==> config.mk <==
export PLATFORM = sky130hd
export DESIGN_NAME = hwpe_stream_source_realign_ctrl
export DESIGN_NICKNAME = d
export VERILOG_FILES = /design/src/rtl/hwpe_stream_source_realign_ctrl.sv
export SDC_FILE = /design/constraint.sdc
export NUM_CORES = 1
export LEC_CHECK = 0
export BUFFER_PORTS_ARGS = -buffer_cell sky130_fd_sc_hd__buf_4
export CAP_MARGIN = 10
export CORE_MARGIN = 2
export CORE_UTILIZATION = 55
export CTS_CLUSTER_DIAMETER = 100
export CTS_CLUSTER_SIZE = 40
export DETAILED_ROUTE_END_ITERATION = 7
export PLACE_DENSITY = 0.81
export RECOVER_POWER = 100
export SLEW_MARGIN = 15
export SYNTH_ARGS = -nofsm -noshare
export SYNTH_HDL_FRONTEND = slang
export SYNTH_SLANG_ARGS = --single-unit
==> constraint.sdc <==
create_clock -name clk_i -period 6.2 [get_ports clk_i]
set_clock_uncertainty 0.1 [all_clocks]
set_input_delay 0.93 -clock clk_i [delete_from_list [all_inputs] [get_ports clk_i]]
set_output_delay 0.93 -clock clk_i [all_outputs]
set_load 0.02 [all_outputs]
==> src/rtl/hwpe_stream_source_realign_ctrl.sv <==
// Address/strobe sequencer for a 2D (lines x words) source transfer feeding a TCDM load port and realigner.
// Optional performance counters (stall/beat) are built when HWPE_REALIGN_CTRL_PERF_EN is defined.
module hwpe_stream_source_realign_ctrl #(
    parameter int unsigned DATA_WIDTH = 32,
    parameter int unsigned ADDR_WIDTH = 32,
    parameter int unsigned CNT_WIDTH  = 16
) (
    input  logic                    clk_i,
    input  logic                    rst_ni,
    input  logic                    clear_i,
    input  logic                    start_i,
    input  logic [ADDR_WIDTH-1:0]   base_addr_i,
    input  logic [CNT_WIDTH-1:0]    line_length_i,
    input  logic [CNT_WIDTH-1:0]    n_lines_i,
    input  logic [ADDR_WIDTH-1:0]   line_stride_i,
    output logic [ADDR_WIDTH-1:0]   addr_o,
    output logic                    addr_valid_o,
    input  logic                    addr_ready_i,
    output logic [DATA_WIDTH/8-1:0] strb_o,
    output logic                    strb_valid_o,
    output logic                    first_o,
    output logic                    last_o,
    output logic                    last_packet_o,
    output logic                    realign_o,
    output logic [CNT_WIDTH-1:0]    line_length_o,
    output logic                    enable_o,
    output logic                    busy_o,
    output logic                    done_o
`ifdef HWPE_REALIGN_CTRL_PERF_EN
    ,
    output logic [31:0]             stall_cnt_o,
    output logic [31:0]             beat_cnt_o
`endif
);

    localparam int unsigned BW    = DATA_WIDTH / 8;
    localparam int unsigned OFF_W = $clog2(BW);
    localparam logic [ADDR_WIDTH-1:0] BW_INC     = ADDR_WIDTH'(BW);
    localparam logic [ADDR_WIDTH-1:0] ALIGN_MASK = ~ADDR_WIDTH'(BW - 1);

    typedef enum logic [1:0] {IDLE, RUN, DRAIN} state_e;

    state_e                state_q, state_d;
    logic [OFF_W-1:0]      off_q;
    logic                  realign_q;
    logic [CNT_WIDTH:0]    wpl_q;
    logic [CNT_WIDTH:0]    word_cnt_q;
    logic [CNT_WIDTH-1:0]  n_lines_q;
    logic [CNT_WIDTH-1:0]  line_cnt_q;
    logic [CNT_WIDTH-1:0]  line_length_q;
    logic [ADDR_WIDTH-1:0] line_ptr_q;
    logic [ADDR_WIDTH-1:0] cur_ptr_q;
    logic [ADDR_WIDTH-1:0] stride_q;

    logic                  run;
    logic                  accept;
    logic                  start_ok;
    logic                  degenerate;
    logic                  last_word;
    logic                  last_line;
    logic [OFF_W-1:0]      off_in;
    logic [ADDR_WIDTH-1:0] next_line_ptr;

    // Partial strobes only appear on the edge words of a misaligned line.
    function automatic logic [BW-1:0] word_strb(input logic realign, input logic first,
                                                input logic last, input logic [OFF_W-1:0] off);
        logic [BW-1:0] ones;
        ones = '1;
        if (!realign) return ones;
        if (first)    return ones << off;
        if (last)     return ~(ones << off);
        return ones;
    endfunction

    assign off_in        = base_addr_i[OFF_W-1:0];
    assign run           = (state_q == RUN);
    assign accept        = run & addr_ready_i;
    assign start_ok      = (state_q == IDLE) & start_i;
    assign degenerate    = (line_length_i == '0) || (n_lines_i == '0);
    assign last_word     = (word_cnt_q == (wpl_q - (CNT_WIDTH+1)'(1)));
    assign last_line     = (line_cnt_q == (n_lines_q - CNT_WIDTH'(1)));
    assign next_line_ptr = line_ptr_q + stride_q;

    always_comb begin
        state_d = state_q;
        case (state_q)
            IDLE:    if (start_i) state_d = degenerate ? DRAIN : RUN;
            RUN:     if (accept && last_word && last_line) state_d = DRAIN;
            DRAIN:   state_d = IDLE;
            default: state_d = IDLE;
        endcase
    end

    always_ff @(posedge clk_i or negedge rst_ni) begin
        if (!rst_ni)      state_q <= IDLE;
        else if (clear_i) state_q <= IDLE;
        else              state_q <= state_d;
    end

    // Configuration latch and address/counter walk; clear drops the whole context.
    always_ff @(posedge clk_i or negedge rst_ni) begin
        if (!rst_ni) begin
            off_q         <= '0;
            realign_q     <= 1'b0;
            wpl_q         <= '0;
            word_cnt_q    <= '0;
            n_lines_q     <= '0;
            line_cnt_q    <= '0;
            line_length_q <= '0;
            line_ptr_q    <= '0;
            cur_ptr_q     <= '0;
            stride_q      <= '0;
        end else if (clear_i) begin
            off_q         <= '0;
            realign_q     <= 1'b0;
            wpl_q         <= '0;
            word_cnt_q    <= '0;
            n_lines_q     <= '0;
            line_cnt_q    <= '0;
            line_length_q <= '0;
            line_ptr_q    <= '0;
            cur_ptr_q     <= '0;
            stride_q      <= '0;
        end else if (start_ok) begin
            off_q         <= off_in;
            realign_q     <= (off_in != '0);
            wpl_q         <= {1'b0, line_length_i} + (CNT_WIDTH+1)'(off_in != '0);
            word_cnt_q    <= '0;
            n_lines_q     <= n_lines_i;
            line_cnt_q    <= '0;
            line_length_q <= line_length_i;
            line_ptr_q    <= base_addr_i & ALIGN_MASK;
            cur_ptr_q     <= base_addr_i & ALIGN_MASK;
            stride_q      <= line_stride_i & ALIGN_MASK;
        end else if (accept) begin
            if (last_word) begin
                word_cnt_q <= '0;
                if (!last_line) begin
                    line_cnt_q <= line_cnt_q + CNT_WIDTH'(1);
                    line_ptr_q <= next_line_ptr;
                    cur_ptr_q  <= next_line_ptr;
                end
            end else begin
                word_cnt_q <= word_cnt_q + (CNT_WIDTH+1)'(1);
                cur_ptr_q  <= cur_ptr_q + BW_INC;
            end
        end
    end

    assign addr_valid_o  = run;
    assign addr_o        = run ? cur_ptr_q : '0;
    assign first_o       = run & (word_cnt_q == '0);
    assign last_o        = run & last_word;
    assign last_packet_o = run & last_word & last_line;
    assign strb_o        = run ? word_strb(realign_q, word_cnt_q == '0, last_word, off_q) : '1;
    assign strb_valid_o  = accept;
    assign realign_o     = realign_q;
    assign line_length_o = line_length_q;
    assign enable_o      = (state_q == RUN) | (state_q == DRAIN);
    assign busy_o        = (state_q != IDLE);
    assign done_o        = (state_q == DRAIN);

`ifdef HWPE_REALIGN_CTRL_PERF_EN
    logic [31:0] stall_cnt_q;
    logic [31:0] beat_cnt_q;

    function automatic logic [31:0] sat_inc(input logic [31:0] v);
        return (&v) ? v : v + 32'd1;
    endfunction

    always_ff @(posedge clk_i or negedge rst_ni) begin
        if (!rst_ni) begin
            stall_cnt_q <= '0;
            beat_cnt_q  <= '0;
        end else if (clear_i || start_ok) begin
            stall_cnt_q <= '0;
            beat_cnt_q  <= '0;
        end else begin
            if (run && !addr_ready_i) stall_cnt_q <= sat_inc(stall_cnt_q);
            if (accept)               beat_cnt_q  <= sat_inc(beat_cnt_q);
        end
    end

    assign stall_cnt_o = stall_cnt_q;
    assign beat_cnt_o  = beat_cnt_q;
`endif

endmodule

==> out/metrics.cfg, run 1 <==
[yosys]
yosysSeqAreaShare = 0.363
synth_nets = 1647
synthesis.instances = 1505
synth-edff-count = 0
yosysUniqueCellTypes = 76
synth_area_sq_um = 12300
synth_ff_type = dfrtp_1
ys_warn_count = 0
synth_area_per_cell_sq_um = 8.16
async_flop_share = 1.00
synth_top_area_frac = 0.363
yosys_register_bits = 178
yosys.area.top_type = dfrtp_1
synthTopCellsByArea = dfrtp_1 36%, nand2_1 8.6%, a21oi_1 5.4%, ha_1 4.1%, xnor2_1 3.8%

[clock_tree]
ctsHtreeMaxLevel = 4
cts_setup_buffers = 0
cts_buffer_depth = 2
path_clk_slew_ns = 0.07
cts-buffers-inserted = 17
cts_resized = 0
cts_tree = yes
ctsHoldBuffers = 0
cts-root-buf = clkbuf_16
clock_sinks = 178
insertion_delay_ns = 0.44

[placement]
portBuffers = 159
routabilityCongestion = 0.989
dp_hpwl_um = 25200
dp_cells = 1861

[grt]
grt_pass1_wl_um = 57700
grt_pass1_vias = 11200
grt_overflow_total = 0
grt_util_all_layers = 0.299
antenna_found_initial = 0
grt_max_degree = 85

[die]
row_count = 54
initial_utilization = 0.561
die_height_um = 153
ios = 162
core-area_sq_um = 21900
die_w_um = 153
die_area_sq_um = 23500

[power_and_ir_drop]
p_per_area_nw_per_um2 = 341
swShare = 0.422
ir_drop_mv = 0.217
p_seq_frac = 0.349
comb_power_share = 0.422
p_switching_mw = 2.00
p_int_mw = 2.74
clkPwrFrac = 0.229
leakage_nw = 6.08

[outcome]
violations = max-capacitance violations, max-slew violations
outcome = complete, but fails checks

[detailed_routing]
drt_iter0_drc = 1163
via_count = 11800
wire_per_inst_um = 18.9
drc = 0
wl_um = 35700
routed_via_density = 6.27
ant_nets = 0
drtPass1Iterations = 6

[setup_path]
slowest_delay_ns = 1.38
crit_buf_inv = 0
crit_slowest_cell = nor4b_2
worstPathArrival_ns = 5.63
end_kind = register
crit_type = register to register
critPathRequiredTime_ns = 6.39
crit_family = simple AND/OR/NAND/NOR gates
cp-start-kind = register
crit_path_frequent_cell = or4_1
cp_cell_sequence = or4_1 -> or4_1 -> a2111oi_4 -> nand4_2 -> nor4b_2 -> nand2_1 -> o21ai_0 -> a2bb2oi_1
cp_max_fo = 12

[final_layout]
syn_to_final_growth_pct = 13.2
nets = 1742
diodes = 0
stdcell_count = 1890
drive_gt1_frac = 0.116

[sta]
max_slew_margin = -1.45
setup_violations = 0
rsz0062_at_grt = false
period_share = 0.877
timing.fmax_ghz = 0.184
finalHoldViolations = 0
drv_slew = 351
setup_tns_ns = 0
worstMarginPinSlew_ns = 3.68
period_minus_slack_ns = 5.44

[job]
cap_violations = 7

[worst_hold_path]
worstHoldPathType = register to register

==> cells in the final DEF (no fill, tap or decap), types with 9 or more instances in the layout <==
cell type | Yosys | final
a211oi_1 | 24 | 24
a21o_1 | 21 | 21
a21oi_1 | 132 | 132
a311oi_1 | 10 | 10
a31oi_1 | 26 | 26
and2_0 | 0 | 30
and3_1 | 32 | 32
buf_4 | 4 | 135
clkbuf_1 | 71 | 39
clkbuf_16 | 0 | 17
dfrtp_1 | 178 | 178
ha_1 | 40 | 40
inv_1 | 25 | 25
mux2i_1 | 22 | 22
nand2_1 | 282 | 282
nand3_1 | 43 | 44
nand4_1 | 22 | 23
nand4b_1 | 9 | 9
nor2_1 | 94 | 94
nor3_1 | 25 | 25
nor4_1 | 23 | 24
o21ai_0 | 78 | 84
or2_2 | 10 | 10
or3_1 | 17 | 17
or4_1 | 9 | 10
xnor2_1 | 53 | 53
xor2_1 | 45 | 45
==> logic make-up (layout without fill, tap and decap cells) <==
group                    count (synthesis)  count (layout)  synth area share
AO/OA/AOI/OAI                          394             394             0.206
XOR/XNOR                                98              98            0.0699
adder cells (fa/ha/maj)                 41              41            0.0424
buffers and inverters                  123             228            0.0421
flip-flops                             178             178             0.363
multiplexers                            23              23            0.0189
AND/OR/NAND/NOR                        648             648             0.258
==> layout make-up <==
| class | count | area (sq um) |
|---|---|---|
| inverter | 25 | 93.8 |
| multi-input combinational | 1204 | 7260 |
| fill | 1890 | 8000 |
| clock inverter | 10 | 128 |
| sequential | 178 | 4450 |
| timing repair buffer | 174 | 1170 |
| tap | 280 | 350 |
| clock buffer | 19 | 443 |
==> layer usage <==
metal  vias to the layer above  part of all wire  GRT usage
met1                      5668              0.42      0.418
met2                       535              0.47      0.483
met4                         0             0.024     0.0922
li1                       5575                 -          -
met5                         -                 0          0
met3                        66             0.084     0.0462
==> worst paths after layout <==
path	start	endpoint	slack, ns	cells past startpoint
setup / recovery	wpl_q[4]$_DFFE_PN0P_	cur_ptr_q[26]$_DFFE_PN0P_	0.76	8
hold / removal	cur_ptr_q[0]$_DFFE_PN0P_	cur_ptr_q[0]$_DFFE_PN0P_	0.42	1
setup reg to reg	wpl_q[4]$_DFFE_PN0P_	cur_ptr_q[26]$_DFFE_PN0P_	0.76	8
hold reg to reg	cur_ptr_q[0]$_DFFE_PN0P_	cur_ptr_q[0]$_DFFE_PN0P_	0.42	1
max in group asynchronous	rst_ni	line_cnt_q[3]$_DFFE_PN0P_	2.32	2
min in group asynchronous	rst_ni	off_q[0]$_DFFE_PN0P_	0.45	1
==> flip-flops by register name (all words and copies together), names as in the netlist <==
name	flops
cur_ptr_q	31
line_cnt_q	16
line_length_o	16
line_ptr_q	30
n_lines_q	16
off_q	2
realign_o	1
state_q	2
stride_q	30
word_cnt_q	17
wpl_q	17
==> Yosys cell counts (8+ instances only) <==
library cell,instances
a21o_1,21
or2_2,10
clkbuf_1,71
buf_2,14
o31ai_1,8
and2_1,38
mux2i_1,22
o21ai_1,8
a22o_1,8
nor2_1,94
and3_1,32
a21oi_1,132
a311oi_1,10
inv_1,25
nand3_1,43
nand2_1,282
ha_1,40
or4_1,9
dfrtp_1,178
nor3b_1,8
nand4b_1,9
xor2_1,45
o211ai_1,8
o21ai_0,78
nor4_1,23
a31oi_1,26
xnor2_1,53
nor3_1,25
nand4_1,22
or3_1,17
a211oi_1,24
==> stage by stage <==
stage                     hold WS [ns]  total power [mW]  instance area (sq um)  setup WS, ns   util
after global routing             0.443              5.02                  13900         0.509  0.635
after floorplan                  0.368              3.05                  12300          2.03      -
after detailed placement         0.391              3.66                  13500          1.63  0.618
final                            0.425              4.74                  13900         0.764  0.635
after CTS                        0.427              4.75                  14100          1.16  0.644
after global placement           0.387              3.60                  13500          1.66  0.618
==> power groups by stage <==
stage | combinational (mW) | clock [mW] | sequential (mW)
finish | 2.00 | 1.09 | 1.66
global route | 2.19 | 1.14 | 1.69
CTS | 2.01 | 1.09 | 1.65
detailed placement | 2.00 | 0 | 1.66
global placement | 1.95 | 0 | 1.65
floorplan | 1.47 | 0 | 1.59
No activity file was read; power rests on OpenSTA's default activity.
==> run 2: changes to the inputs <==
CORE_UTILIZATION = 35   (was 55)
PLACE_DENSITY = 0.57   (was 0.81)
RECOVER_POWER = 50   (was 100)
==> out/metrics.cfg, run 2 (synthesis results as in run 1) <==
[final_layout]
syn_to_final_growth_pct = 17.0  ; was 13.2%
final_cell_mix = 281 x nand2_1, 178 x dfrtp_1, 160 x buf_4, 132 x a21oi_1, 94 x nor2_1  ; was 282 x nand2_1, 178 x dfrtp_1, 135 x buf_4, 132 x a21oi_1, 94 x nor2_1
diodes = 0  ; unchanged
nets = 1747  ; was 1742
final_common_cell = nand2_1  ; unchanged
largest_reg_flops = 31  ; unchanged
drive_gt1_frac = 0.138  ; was 0.116
largestRegisters = cur_ptr_q: 31 flops, line_ptr_q: 30 flops, stride_q: 30 flops  ; unchanged
stdcell_count = 2073  ; was 1890
regMostFlops = cur_ptr_q  ; unchanged

[power_and_ir_drop]
leakage_nw = 6.27  ; was 6.08 nW
p_per_area_nw_per_um2 = 341  ; about the same
ir_drop_mv = 0.266  ; was 0.217 mV

[sta]
setup_tns_ns = 0  ; unchanged
drv_slew = 137  ; was 351
max_slew_margin = -1.86  ; was -1.45
period_minus_slack_ns = 5.14  ; was 5.44 ns
setup_violations = 0  ; unchanged
timing.fmax_ghz = 0.195  ; was 0.184 GHz
rsz0062_at_grt = false  ; unchanged
finalHoldViolations = 0  ; unchanged
worstMarginPinSlew_ns = 4.29  ; was 3.68 ns
period_share = 0.829  ; was 0.877

[placement]
dp_hpwl_um = 27600  ; was 25200 um
portBuffers = 159  ; unchanged
dp_cells = 2041  ; was 1861
routabilityCongestion = 0.864  ; was 0.989

[setup_path]
worstPathArrival_ns = 4.11  ; was 5.63 ns
end_kind = output pin  ; was register
reg2reg_slack_ns = 1.57  ; was 0.76 ns
crit_type = register to output pin  ; was register to register
rr_worst_depth = 10  ; was 8
critPathRequiredTime_ns = 5.17  ; was 6.39 ns
r2r_end = cur_ptr_q[14]$_DFFE_PN0P_  ; was cur_ptr_q[26]$_DFFE_PN0P_
cp-start-kind = register  ; unchanged
timing.rr.start = wpl_q[0]$_DFFE_PN0P_  ; was wpl_q[4]$_DFFE_PN0P_
cp_max_fo = 9  ; was 12

[detailed_routing]
highest_layer = met4  ; unchanged
wl_met2_um = 17800  ; was 16700 um
ant_nets = 0  ; unchanged
drc = 0  ; unchanged
wl_met1_um = 18700  ; was 15200 um
route.met3.wl_um = 1820  ; was 2990 um
routed_via_density = 5.62  ; was 6.27
via_count = 11600  ; was 11800
wl_um = 38800  ; was 35700 um
wire_per_inst_um = 18.7  ; was 18.9 um
drt_iter0_drc = 819  ; was 1163
drtPass1Iterations = 7  ; was 6

[grt]
antenna_found_initial = 0  ; unchanged
grt_overflow_total = 0  ; unchanged
grt_pass1_vias = 11200  ; about the same
grt_pass1_wl_um = 61900  ; was 57700 um
grt_util_all_layers = 0.215  ; was 0.299
grt_max_degree = 82  ; was 85

[job]
cap_violations = 2  ; was 7

[clock_tree]
insertion_delay_ns = 0.45  ; was 0.44 ns
cts_resized = 0  ; unchanged
cts-root-buf = clkbuf_16  ; unchanged
path_clk_slew_ns = 0.07  ; about the same
ctsHtreeMaxLevel = 4  ; unchanged
cts_tree = yes  ; unchanged
clock_sinks = 178  ; unchanged
cts_setup_buffers = 0  ; unchanged
cts-buffers-inserted = 17  ; unchanged
ctsHoldBuffers = 0  ; unchanged
cts_buffer_depth = 2  ; unchanged

[die]
row_count = 68  ; was 54
initial_utilization = 0.355  ; was 0.561
ios = 162  ; unchanged
core-area_sq_um = 34500  ; was 21900 sq um
die_height_um = 191  ; was 153 um
die_area_sq_um = 36600  ; was 23500 sq um
die_w_um = 191  ; was 153 um

[outcome]
violations = max-capacitance violations, max-slew violations  ; unchanged
outcome = complete, but fails checks  ; unchanged

[worst_hold_path]
worstHoldPathType = register to register  ; unchanged
min_from = line_ptr_q[14]$_DFFE_PN0P_  ; was cur_ptr_q[0]$_DFFE_PN0P_
min_path_cells = 1  ; unchanged
hold_path_end = line_ptr_q[14]$_DFFE_PN0P_  ; was cur_ptr_q[0]$_DFFE_PN0P_

-- run 2: cell count changes in the layout (fill, tap and decap cells not counted), sizes merged --
| cell | before | now |
|---|---|---|
| clkbuf | 57 | 37 |
| clkinv | 2 | 3 |
| bufinv | 2 | 4 |
| buf | 136 | 160 |
| inv | 29 | 30 |
-- run 2: layout make-up --
cell class              instances  area, sq um
multi-input cells            1204         7320
clock buffers                  18          439
well taps                     455          569
clock inverters                14          201
fillers                      3625        20200
flip-flops and latches        178         4450
repair buffers                179         1270
inverters                      25         93.8
-- run 2: worst max-delay path by stage --
stage                              from                    endpoint  slack [ns]  cells past startpoint
2_1_floorplan      wpl_q[4]$_DFFE_PN0P_               last_packet_o        2.03                      8
3_3_place_gp   n_lines_q[0]$_DFFE_PN0P_  line_ptr_q[12]$_DFFE_PN0P_        1.62                     12
3_5_place_dp       wpl_q[4]$_DFFE_PN0P_                   strb_o[0]        1.55                      8
4_1_cts            wpl_q[4]$_DFFE_PN0P_                   strb_o[0]        1.05                      8
5_1_grt                          rst_ni        wpl_q[2]$_DFFE_PN0P_        0.81                      1
6_report           wpl_q[4]$_DFFE_PN0P_                   strb_o[1]        1.06                      8
-- run 2: worst max-delay path, cell delays in order, from the launching register on --
cell	delay (ns)
dfrtp_1	0.49
or4_1	0.70
or4_4	0.57
a2111oi_4	0.42
nand4_1	0.16
nor4b_2	0.85
nand2_1	0.12
a21o_1	0.21
buf_4	0.15
-- run 2: stage by stage --
step                      power [mW]  hold slack (ns)  worst slack [ns]  instance area (sq um)   util
after floorplan                 3.05            0.368              2.03                  12300      -
after global placement          3.68            0.389              1.62                  13800  0.399
after detailed placement        3.71            0.391              1.55                  13800  0.399
after CTS                       4.93            0.407              1.05                  14400  0.418
after global routing            5.22            0.432             0.810                  14400  0.416
final                           4.90            0.407              1.06                  14400  0.416
-- run 2: layer usage --
metal  up-vias  track usage
met2       331        0.344
li1       5600            -
met4         0       0.0506
met1      5682        0.306
met5         -            0
met3        27       0.0274
-- run 2: power breakdown --
group	total [mW]	internal (mW)	switching, mW
Clock	1.20	0.693	0.510
Combinational	2.04	0.766	1.27
Sequential	1.66	1.39	0.271
Total	4.90	2.85	2.05
